### config.mk
export PLATFORM = sky130hd
export DESIGN_NAME = boot_loader
export DESIGN_NICKNAME = d
export VERILOG_FILES = /design/src/rtl/boot_loader_pkg.sv /design/src/rtl/boot_loader_byte_packer.sv /design/src/rtl/boot_loader.sv
export SDC_FILE = /design/constraint.sdc
export NUM_CORES = 1
export LEC_CHECK = 0
export ABC_AREA = 1
export BUFFER_PORTS_ARGS = -buffer_cell sky130_fd_sc_hd__buf_2
export CAP_MARGIN = 20
export CORE_ASPECT_RATIO = 1.1
export CORE_UTILIZATION = 60
export CTS_CLUSTER_SIZE = 16
export DETAILED_ROUTE_END_ITERATION = 8
export PLACE_DENSITY = 0.81
export SLEW_MARGIN = 10
export SYNTH_ARGS = -nofsm -noshare
export SYNTH_HDL_FRONTEND = slang
export SYNTH_SLANG_ARGS = --single-unit
### constraint.sdc
create_clock -name clk -period 3.4 [get_ports clk]
set_input_delay 0.68 -clock clk [delete_from_list [all_inputs] [get_ports clk]]
set_output_delay 0.68 -clock clk [all_outputs]
set_load 0.01 [all_outputs]
### src/rtl/boot_loader_pkg.sv
// boot_loader_pkg
// Shared definitions for the serial boot loader: loader FSM state encoding,
// the number of stream bytes that make one instruction word, and a small
// helper that recognises the final byte of a word.
package boot_loader_pkg;

  // Loader FSM states, in stream order.
  typedef enum logic [2:0] {
    LEN_HI,
    LEN_LO,
    DATA,
    CHECK,
    DONE,
    ERROR
  } state_t;

  localparam int BYTES_PER_WORD = 4;

  // True when the byte counter points at the last byte of a word.
  function automatic logic is_last_byte(input logic [1:0] cnt);
    return cnt == 2'(BYTES_PER_WORD - 1);
  endfunction

endpackage

### src/rtl/boot_loader_byte_packer.sv
// byte_packer
// Assembles consecutive stream bytes into 32-bit words, MSB first.
// Ports:
//   clk, rst    clock and synchronous active-high reset
//   en          a payload byte is being consumed this cycle
//   byte_in     the payload byte
//   word        word as it will look once byte_in is shifted in
//   word_done   en is set and byte_in completes the current word
module byte_packer
  import boot_loader_pkg::*;
(
  input  logic        clk,
  input  logic        rst,
  input  logic        en,
  input  logic [7:0]  byte_in,
  output logic [31:0] word,
  output logic        word_done
);

  logic [1:0]  cnt;
  logic [31:0] shreg;

  // The completed word is presented combinationally so the parent can
  // register it on the same edge that consumes the 4th byte.
  assign word      = {shreg[23:0], byte_in};
  assign word_done = en && is_last_byte(cnt);

  always_ff @(posedge clk) begin
    if (rst) begin
      cnt   <= 2'd0;
      shreg <= 32'd0;
    end else if (en) begin
      // After four shifts the older bytes have fully left the register,
      // so no explicit clear is needed between words.
      shreg <= word;
      cnt   <= cnt + 2'd1;
    end
  end

endmodule

### src/rtl/boot_loader.sv
// boot_loader
// Receives a program image over a valid/ready byte stream, writes it into
// instruction memory one 32-bit word at a time and releases the processor
// reset once the whole image has arrived with a matching XOR checksum.
// Stream: LEN_HI, LEN_LO (word count N), 4*N payload bytes MSB first,
// then one checksum byte (XOR of the payload bytes).
// Ports:
//   clk, rst                 clock, synchronous active-high reset
//   in_valid, in_data        byte stream from the host
//   in_ready                 loader can take a byte this cycle
//   im_we, im_addr, im_wdata instruction-memory write port
//   cpu_rst                  processor reset, released on success
//   done, error              sticky completion / failure flags
module boot_loader
  import boot_loader_pkg::*;
#(
  parameter int ADDR_W = 8
) (
  input  logic              clk,
  input  logic              rst,
  input  logic              in_valid,
  input  logic [7:0]        in_data,
  output logic              in_ready,
  output logic              im_we,
  output logic [ADDR_W-1:0] im_addr,
  output logic [31:0]       im_wdata,
  output logic              cpu_rst,
  output logic              done,
  output logic              error
);

  localparam int DEPTH = 1 << ADDR_W;
  localparam logic [16:0] DEPTH_W = 17'(DEPTH);

  state_t      state;
  logic [15:0] len;
  logic [15:0] widx;
  logic [7:0]  csum;

  logic        accept;
  logic        pk_en;
  logic        pk_done;
  logic [31:0] pk_word;
  logic [15:0] len_next;

  // Ready is a decode of the state; it is also forced low while reset is
  // held so nothing is consumed during the reset cycle.
  assign in_ready = !rst && (state inside {LEN_HI, LEN_LO, DATA, CHECK});
  assign accept   = in_valid && in_ready;
  assign pk_en    = accept && (state == DATA);
  assign len_next = {len[15:8], in_data};

  byte_packer u_packer (
    .clk       (clk),
    .rst       (rst),
    .en        (pk_en),
    .byte_in   (in_data),
    .word      (pk_word),
    .word_done (pk_done)
  );

  always_ff @(posedge clk) begin
    if (rst) begin
      state    <= LEN_HI;
      len      <= 16'd0;
      widx     <= 16'd0;
      csum     <= 8'd0;
      im_we    <= 1'b0;
      im_addr  <= '0;
      im_wdata <= 32'd0;
      cpu_rst  <= 1'b1;
      done     <= 1'b0;
      error    <= 1'b0;
    end else begin
      im_we <= 1'b0;
      if (accept) begin
        case (state)
          LEN_HI: begin
            len[15:8] <= in_data;
            state     <= LEN_LO;
          end
          LEN_LO: begin
            len[7:0] <= in_data;
            if ({1'b0, len_next} > DEPTH_W) begin
              state <= ERROR;
              error <= 1'b1;
            end else if (len_next == 16'd0) begin
              state <= CHECK;
            end else begin
              state <= DATA;
            end
          end
          DATA: begin
            csum <= csum ^ in_data;
            if (pk_done) begin
              // Address and data only change with a write, so they keep
              // their last values while im_we is low.
              im_we    <= 1'b1;
              im_addr  <= widx[ADDR_W-1:0];
              im_wdata <= pk_word;
              widx     <= widx + 16'd1;
              if (widx == len - 16'd1) begin
                state <= CHECK;
              end
            end
          end
          CHECK: begin
            if (in_data == csum) begin
              state   <= DONE;
              done    <= 1'b1;
              cpu_rst <= 1'b0;
            end else begin
              state <= ERROR;
              error <= 1'b1;
            end
          end
          default: begin
            // DONE and ERROR hold until reset; in_ready is low there.
          end
        endcase
      end
    end
  end

endmodule

==> results of run 1 <==
where the power goes:
group	internal (W)	leakage [nW]	switching [W]
Clock	0.00114	0.298	0.000689
Sequential	0.00135	0.913	0.0000210
Combinational	0.0000838	1.53	0.000176
Total	0.00257	2.74	0.000886
state kept, by name, indices dropped and copies added (netlist names):
name / flops
cpu_rst: 1
csum: 8
done: 1
error: 1
im_addr: 8
im_wdata: 32
im_we: 1
len: 16
state: 3
u_packer.cnt: 2
u_packer.shreg: 24
widx: 16
logic make-up (layout without fill, tap and decap cells):
logic type      count (synthesis)  after routing  share of synthesized area
compound gates                157            157                      0.163
simple gates                  291            291                      0.253
fa+ha+maj                       3              3                    0.00756
buf+inv                       103            164                     0.0806
flops                         113            113                      0.455
xor+xnor                       23             23                     0.0406
cell type report:
class                      instances  area (um2)
fill                             607        2060
inverter                          72         270
tap                              108         135
clock inverter                    15         195
sequential                       113        2260
multi-input combinational        474        2300
clock buffer                      17         414
timing repair buffer              60         313
placed cells by master, fill, tap and decap left out, drive strengths merged, types with 3 or more instances in the layout:
cell type and n:
xor2 16, nor2 113, buf 60, nand2 125
bufinv 3, nor3 12, nand4 8, nand3 27
ha 3, clkinv 4, a211oi 8, a21oi 70
xnor2 7, nor4 4, o21ai 77, clkbuf 17
dfxtp 113, inv 79
Yosys cell counts, types with 2 or more instances:
library cell  count  area, um2
nor4_1            2       12.5
nor3_1           12       60.1
nor4_4            2       42.5
buf_2             5       25.0
inv_1            70        263
nor2_1          109        409
o21ai_1           2       10.0
a21oi_1          70        350
a211oi_1          8       60.1
dfxtp_1         113       2260
inv_2             2       7.51
nor2_2            2       12.5
nand2_1         124        465
xor2_1           16        140
ha_1              3       37.5
o21ai_0          75        375
xnor2_1           7       61.3
nand4_1           8       50.1
clkbuf_1         25       93.8
nand3_1          25        125
worst max-delay path, cell delays in order, from the launching register on:
cell     delay, ps
dfxtp_1        350
inv_2           90
nor2_2         160
nand3_4        300
nor2_8         260
inv_2          260
nor4_4         330
nand4_1        140
xor2_1         170
nor2_1          50
final timing paths:
check	to	start
setup / recovery	widx[14]	state[1]
hold / removal	done	done
setup reg to reg	widx[14]	state[1]
hold reg to reg	done	done
layer usage:
| layer | part of all wire | track usage | vias to the layer above |
|---|---|---|---|
| met1 | 0.43 | 0.380 | 2195 |
| met3 | 0.045 | 0.0552 | 42 |
| met5 | 0 | 0 | - |
| li1 | - | - | 2337 |
| met4 | 0.028 | 0.144 | 0 |
| met2 | 0.49 | 0.517 | 151 |
per-stage QoR:
stage	setup WS [ps]	cells	power [W]	area (um2)	hold slack, ps
finish	1170	859	0.00346	5890	446
global route	997	859	0.00357	5890	469
CTS	1200	859	0.00346	5890	448
detailed placement	873	827	0.00165	5290	438
global placement	940	827	0.00164	5290	425
floorplan	1380	690	0.00158	4970	450
==> impl_metrics.csv, run 1 <==
group,metric,value,unit
logic_synthesis,ys_ff_latch,113,
timing,fmax,449,MHz
timing,finalSetupTns,0,ps
global_route,track_usage,0.309,
hold_path,holdPathStages,2,
timing,worst_slew_pin_slew,546,ps
routing,vias,4725,
timing,hold_viol,0,
logic_synthesis,avgSynthCellArea,7.20,um2
setup_path,crit_required,3790,ps
placed_design,dpl.hpwl,8.24,mm
power_and_ir_drop,powerDensity,587,nW/um2
logic_synthesis,ys_seq_area_frac,0.455,
cts,cts_setup_buffers,0,
cts,cts.sinks,113,
logic_synthesis,synthArstFlopShare,0,
logic_synthesis,yosysWarnings,0,
routing,routed_wl,12.6,mm
hold_path,hold_path.class,"register to register",
layout,layout-drive-gt1-share,0.137,
logic_synthesis,synth_area,4970,um2
setup_path,reg2reg_slack,1170,ps
timing,rsz0062_at_grt,"false",
timing,final_max_slew_viol_count,0,
setup_path,startpoint_type,"register",
global_route,overflow,0,
routing,drcViolationCount,0,
timing,slew_headroom,0.635,
setup_path,cp.arrival,2610,ps
cts,cts_buffers,17,
floorplanning,core-area,7960,um2
placed_design,gp_congestion,0.871,
timing,post-route-period-util,0.655,
layout,area_growth,18.7,%
floorplanning,die-area,8650,um2
placed_design,port_buffers,55,
cts,htree_levels,4,
cts,clockBufferDepth,2,
routing,wl_per_cell,14.7,um
timing,period_needed,2230,ps
floorplanning,start_util,0.624,
floorplanning,rows,34,
setup_path,r2r_cells,9,
timing,finClkSkew,14.2,ps
layout,final_util,0.741,
floorplanning,io_pins,56,
floorplanning,die_x,88.8,um
flow_run,cap_violations,0,
routing,firstDrtPassIters,5,
layout,diodes,0,
layout,layout.nets,752,
outcome,status,"finished clean",
cts,cts_tree,"yes",
floorplanning,die_y,97.4,um
logic_synthesis,synth_edf_count,0,
logic_synthesis,ys_types,30,
logic_synthesis,syn-instance-count,690,
cts,clk_latency,520,ps
routing,ant_nets,0,
global_route,grt_max_degree,55,
cts,clk_pin_slew,70,ps
power_and_ir_drop,p_leak,2.74,nW
power_and_ir_drop,vdd.ir_drop.worst,0.431,mV
global_route,grt_pass1_wl,20.7,mm
setup_path,crit_fanout,30,
global_route,first_global_vias,4541,
setup_path,endpoint_kind,"register",
routing,drtIter0Drc,368,
cts,postCtsHoldBufs,0,
routing,via_per_inst,5.50,
cts,cts_resized,0,
logic_synthesis,synth_nets,704,
setup_path,critPathKind,"register to register",
logic_synthesis,yosys_most_used_dff,"dfxtp_1",
timing,setup_viol,0,
cts,cts_root_buffer,"clkbuf_8",
global_route,antenna_found_initial,0,
Power figures use the tool's default switching activity.
==> run 2, diff against run 1 <==
--- a/config.mk
+++ b/config.mk
@@ -9,10 +9,10 @@
 export BUFFER_PORTS_ARGS = -buffer_cell sky130_fd_sc_hd__buf_2
 export CAP_MARGIN = 20
 export CORE_ASPECT_RATIO = 1.1
-export CORE_UTILIZATION = 60
+export CORE_UTILIZATION = 52
 export CTS_CLUSTER_SIZE = 16
 export DETAILED_ROUTE_END_ITERATION = 8
-export PLACE_DENSITY = 0.81
+export PLACE_DENSITY = 0.75
 export SLEW_MARGIN = 10
 export SYNTH_ARGS = -nofsm -noshare
 export SYNTH_HDL_FRONTEND = slang
==> constraint.sdc (replaced) <==
create_clock -name clk -period 1.95 [get_ports clk]
set_input_delay 0.39 -clock clk [delete_from_list [all_inputs] [get_ports clk]]
set_output_delay 0.39 -clock clk [all_outputs]
set_load 0.01 [all_outputs]
==> run 2 against run 1 <==
Worst hold slack worse by 230 ps; first-iteration DRC count is 44% lower; flip-flop and latch count stayed put; final cell count is 2.6% higher; maximum frequency is 22% higher; non-clock buffer count is 13 higher; highest routed layer unchanged; critical path depth is 3 higher; power is 71% higher; cell area is 3.3% higher; sequential power is 74% higher; combinational power is 92% higher.
==> impl_metrics.csv, run 2 (synthesis gave the netlist of run 1 again) <==
group,metric,value,unit
timing,finClkSkew,6.66,ps
layout,fill_cells,768,
floorplanning,rows,37,
layout,largest_reg_flops,32,
timing,slew_headroom,0.687,
hold_path,hp-start,"in_data[4]",
timing,setup_viol,0,
timing,holdWs,217,ps
layout,final_util,0.654,
floorplanning,die-area,9950,um2
layout,multi_input_comb_area,2380,um2
global_route,antenna_found_initial,0,
routing,vias,4681,
cts,cts_buffers,17,
power_and_ir_drop,p_leak,2.80,nW
placed_design,port_buffers,55,
setup_path,r2r_cells,12,
global_route,grt_max_degree,54,
setup_path,timing.rr.start,"len[4]",
floorplanning,start_util,0.534,
global_route,first_global_vias,4309,
global_route,grtUsageMet1,0.305,
hold_path,hold_path.class,"input port to register",
setup_path,path_cells,"nor2_2, nand2_1, nor2_2, nand2_1, nor2_2, xor2_1, nand3_2, nand2_2, nand2_2, nand2_1, nand2_1, nor2_1",
floorplanning,die_y,105,um
flow_run,cap_violations,0,
routing,ant_nets,0,
timing,final_max_slew_viol_count,0,
setup_path,reg2reg_slack,120,ps
timing,post-route-period-util,0.939,
global_route,overflow,0,
layout,layout_common_cells,"nand2_1 (119), dfxtp_1 (107), nor2_1 (97)",
layout,regArea,2270,um2
power_and_ir_drop,vdd.ir_drop.worst,0.729,mV
global_route,top_usage_layer,"met2",
routing,firstDrtPassIters,5,
timing,hold_viol,0,
setup_path,critPathKind,"register to register",
floorplanning,die_x,95.2,um
placed_design,dp_cells,845,
cts,cts.sinks,113,
cts,clockBufferDepth,2,
cts,clk_pin_slew,60,ps
global_route,met3_usage,0.0775,
layout,top_register,"im_wdata",
placed_design,gp_congestion,0.851,
cts,cts_tree,"yes",
global_route,track_usage,0.252,
setup_path,endpoint_kind,"register",
layout,area_growth,22.6,%
layout,diodes,0,
global_route,use_met2,0.406,
layout,stdcell_count,881,
global_route,grt_pass1_wl,19.4,mm
routing,drcViolationCount,0,
outcome,status,"finished clean",
setup_path,crit_required,2400,ps
cts,cts_root_buffer,"clkbuf_8",
routing,via_per_inst,5.31,
timing,worst_slew_pin_slew,469,ps
power_and_ir_drop,powerDensity,971,nW/um2
setup_path,slowest_delay,350,ps
floorplanning,io_pins,56,
setup_path,slowest_stage,"dfxtp_2",
placed_design,dpl.hpwl,7.98,mm
setup_path,crit_fanout,4,
setup_path,crit_buf_inv,0,
hold_path,whs_endpoint,"im_wdata[4]",
layout,final_common_cell,"nand2_1",
routing,drtIter0Drc,207,
hold_path,holdPathStages,3,
setup_path,startpoint_type,"register",
cts,clk_latency,510,ps
cts,htree_levels,4,
layout,layout.nets,765,
setup_path,crit_top_cell,"nand2_1",
timing,fmax,546,MHz
routing,routed_wl,12.1,mm
setup_path,crit_family,"simple AND/OR/NAND/NOR gates",
floorplanning,core-area,9310,um2
routing,wl_per_cell,13.8,um
layout,reg.largest.list,"im_wdata x32, u_packer.shreg x24",
setup_path,cp.arrival,2280,ps
timing,period_needed,1830,ps
layout,layout-drive-gt1-share,0.190,
setup_path,r2r_end,"state[1]",
-- run 2: tightest hold or removal path, cell delays in order --
cell     delay, ps
buf_2          160
nand2_1         80
a21oi_1         60
-- run 2: stage by stage --
stage               instance area, um2  TNS [ps]  setup slack [ps]  total power (W)
floorplan                         4970         0               221          0.00276
global placement                  5380         0              41.9          0.00286
detailed placement                5380     -63.0             -63.0          0.00288
CTS                               5970         0              13.6          0.00590
global route                      6090     -25.2             -25.2          0.00612
finish                            6090         0               118          0.00591
-- run 2: repair_timing --
item | in CTS | in global routing
buffers inserted | 0 | 4
hold buffers | 0 | 0
setup endpoints to repair | 3 | 3
gates resized for setup | 4 | 32
pin swaps | 0 | 13
-- run 2: area by class of cell --
cell class,instances,area share
clock buffer,24,0.0806
timing repair buffer,73,0.0695
clock inverter,8,0.0166
sequential,113,0.373
multi-input combinational,474,0.392
tap,117,0.0240
inverter,72,0.0448
-- run 2: how the worst max path moves through the flow --
stage               startpoint        to  slack (ps)  cells after the start
floorplan                  rst  widx[12]         220                     11
global placement        len[0]  state[1]          40                     15
detailed placement      len[0]  state[1]         -60                     13
CTS                     len[1]  state[1]          10                     16
global route            len[0]  state[1]         -30                     17
finish                  len[4]  state[1]         120                     12
-- run 2: metal layers --
metal  vias up  wire (um)
li1       2354          -
met1      2186       5160
met2       109       6070
met3        32        523
met4         0        379
met5         -          0
-- run 2: power by group --
part	total (W)	internal [W]	switching, W
sequential	0.00239	0.00235	0.0000370
combinational	0.000498	0.000175	0.000324
clock	0.00302	0.00198	0.00104
total	0.00591	0.00451	0.00140
==> run 3, diff against run 2 <==
--- a/config.mk
+++ b/config.mk
@@ -5,7 +5,7 @@
 export SDC_FILE = /design/constraint.sdc
 export NUM_CORES = 1
 export LEC_CHECK = 0
-export ABC_AREA = 1
+export ABC_AREA = 0
 export BUFFER_PORTS_ARGS = -buffer_cell sky130_fd_sc_hd__buf_2
 export CAP_MARGIN = 20
 export CORE_ASPECT_RATIO = 1.1
==> run 3 against run 2 <==
The flow now finishes with violations (setup timing); sequential power shrank 2%; first-iteration DRC count grew 48%; area after synthesis shrank 4.5%; maximum frequency shrank 15%; critical path type unchanged; highest routed layer unchanged.
==> impl_metrics.csv, run 3 <==
group,metric,value,unit
outcome,status,"finished with violations",
outcome,violations,"setup timing",
power_and_ir_drop,finalPower,0.00598,W
logic_synthesis,synthTopCellsByCount,"nand2_1 (145), dfxtp_1 (113), a21oi_1 (74), nor2_1 (47), clkbuf_1 (27)",
cts,clk_latency,520,ps
logic_synthesis,synth_top_area_frac,0.477,
cts,clockBufferDepth,2,
logic_synthesis,yosysMostFrequentCell,"nand2_1",
floorplanning,core-area,8870,um2
cts,postCtsHoldBufs,0,
placed_design,placed_cell_area,5390,um2
layout,diodes,0,
floorplanning,die_x,93.1,um
hold_path,hold_path.class,"input port to register",
logic_synthesis,synth_nets,587,
routing,via_per_inst,5.51,
logic_synthesis,synth_edf_count,0,
timing,fin_ws,-197,ps
floorplanning,io_pins,56,
logic_synthesis,ys_ff_latch,113,
routing,ant_nets,0,
placed_design,port_buffers,55,
setup_path,cp.arrival,2600,ps
layout,layout_common_cells,"nand2_1 (145), dfxtp_1 (108), a21oi_1 (73)",
timing,fmax,466,MHz
timing,hold_viol,0,
flow_run,cap_violations,0,
power_and_ir_drop,powerDensity,991,nW/um2
layout,final_common_cell,"nand2_1",
timing,post-route-period-util,1.10,
cts,htree_levels,4,
cts,cts_root_buffer,"clkbuf_8",
global_route,track_usage,0.268,
layout,finalInstanceArea,6040,um2
logic_synthesis,synth_top_area_cell,"dfxtp_1",
layout,layout-drive-gt1-share,0.224,
logic_synthesis,yosys_most_used_dff,"dfxtp_1",
setup_path,endpoint_kind,"register",
timing,setup_viol,1,
routing,drcViolationCount,0,
timing,finalSetupTns,-197,ps
timing,final_max_slew_viol_count,0,
routing,vias,4318,
layout,multi_input_comb_area,2340,um2
timing,slew_headroom,0.355,
global_route,antenna_found_initial,0,
logic_synthesis,synthTopCellsByArea,"dfxtp_1 (48%), nand2_1 (11%), a21oi_1 (7.8%)",
layout,layout.nets,670,
timing,rsz0062_at_grt,"true",
cts,cts.sinks,113,
setup_path,critPathKind,"register to register",
routing,firstDrtPassIters,5,
setup_path,crit_required,2410,ps
routing,drtIter0Drc,307,
logic_synthesis,synthArstFlopShare,0,
logic_synthesis,syn-instance-count,573,
logic_synthesis,avgSynthCellArea,8.28,um2
setup_path,crit_fanout,8,
logic_synthesis,yosysWarnings,0,
floorplanning,start_util,0.534,
setup_path,startpoint_type,"register",
layout,top_register,"im_wdata",
power_and_ir_drop,vdd.ir_drop.worst,0.676,mV
global_route,grt_pass1_wl,19.7,mm
placed_design,dpl.hpwl,7.84,mm
cts,cts_setup_buffers,0,
logic_synthesis,ys_types,52,
timing,worst_slew_pin_slew,968,ps
floorplanning,rows,36,
layout,final_util,0.680,
layout,fill_cells,706,
global_route,grt_max_degree,100,
placed_design,dp_cells,751,
layout,area_growth,27.3,%
global_route,first_global_vias,4055,
layout,regArea,2270,um2
logic_synthesis,ys_seq_area_frac,0.477,
layout,stdcell_count,783,
floorplanning,die-area,9510,um2
routing,wl_per_cell,15.3,um
layout,reg.largest.list,"im_wdata x32, u_packer.shreg x24",
layout,largest_reg_flops,32,
power_and_ir_drop,p_leak,2.39,nW
global_route,overflow,0,
placed_design,gp_congestion,0.930,
routing,routed_wl,12.0,mm
logic_synthesis,synth_area,4740,um2
cts,cts_tree,"yes",
timing,period_needed,2150,ps
cts,clk_pin_slew,60,ps
setup_path,reg2reg_slack,-200,ps
timing,finClkSkew,11.0,ps
floorplanning,die_y,102,um
cts,cts_buffers,17,
[run 3: cell types whose count changed after synthesis, sizes merged, moves of 6 or more]
cell    before  now
xnor2        7   22
mux2i        0   17
o21ai       77    5
or3          0   10
a211oi       8    2
inv         72    6
and3         1    7
nand3       27    9
nand2      125  145
xor2        16   23
nor2       113   47
[run 3: cell families after synthesis]
logic type,after synthesis,share of synthesized area
mux,18,0.0383
fa+ha+maj,3,0.00792
simple gates,259,0.245
compound gates,96,0.115
xor+xnor,45,0.0831
buf+inv,39,0.0340
flops,113,0.477
[run 3: power breakdown]
part	switching [W]	leakage, nW	internal [W]
Sequential	0.0000183	0.914	0.00233
Clock	0.00117	0.307	0.00213
Combinational	0.000196	1.16	0.000144
Total	0.00138	2.39	0.00460
[run 3: through the flow]
step / hold slack (ps) / setup slack (ps)
6_report: 204 / -197
5_1_grt: 217 / -305
4_1_cts: 191 / -182
3_5_place_dp: 440 / -177
3_3_place_gp: 434 / -125
2_1_floorplan: 432 / -136
[run 3: timing repair]
action / in CTS / in global routing
setup endpoints to repair: 1 / 6
cloned: 0 / 0
gates resized for setup: 0 / 9
endpoints found under the hold margin: 0 / 0
[run 3: cell type report]
type	instances	share of cell area
inverter	6	0.00414
tap	114	0.0236
multi-input combinational	421	0.388
clock inverter	14	0.0336
clock buffer	18	0.0709
sequential	113	0.376
timing repair buffer	97	0.104
[run 3: metal layers]
layer  vias to the layer above  track usage  part of all wire
li1                       2091            -                 -
met1                      2062        0.340              0.45
met2                       137        0.438              0.49
met3                        28       0.0707             0.047
met4                         0        0.104             0.019
met5                         -            0                 0
[run 3: critical path, stage by stage, from the launching register on]
cell      delay (ps)
dfxtp_2          320
or3_4            430
or4_4            540
a211oi_2         170
o22ai_1           90
or4_1            430
a21oi_2          130
[run 3: worst paths after layout]
check                                  start            to  cells past startpoint
worst min register to register  im_wdata[24]  im_wdata[24]                      2
worst min-delay path              in_data[6]   im_wdata[6]                      3
worst max register to register        len[4]      state[0]                      6
worst max-delay path                  len[4]      state[0]                      6
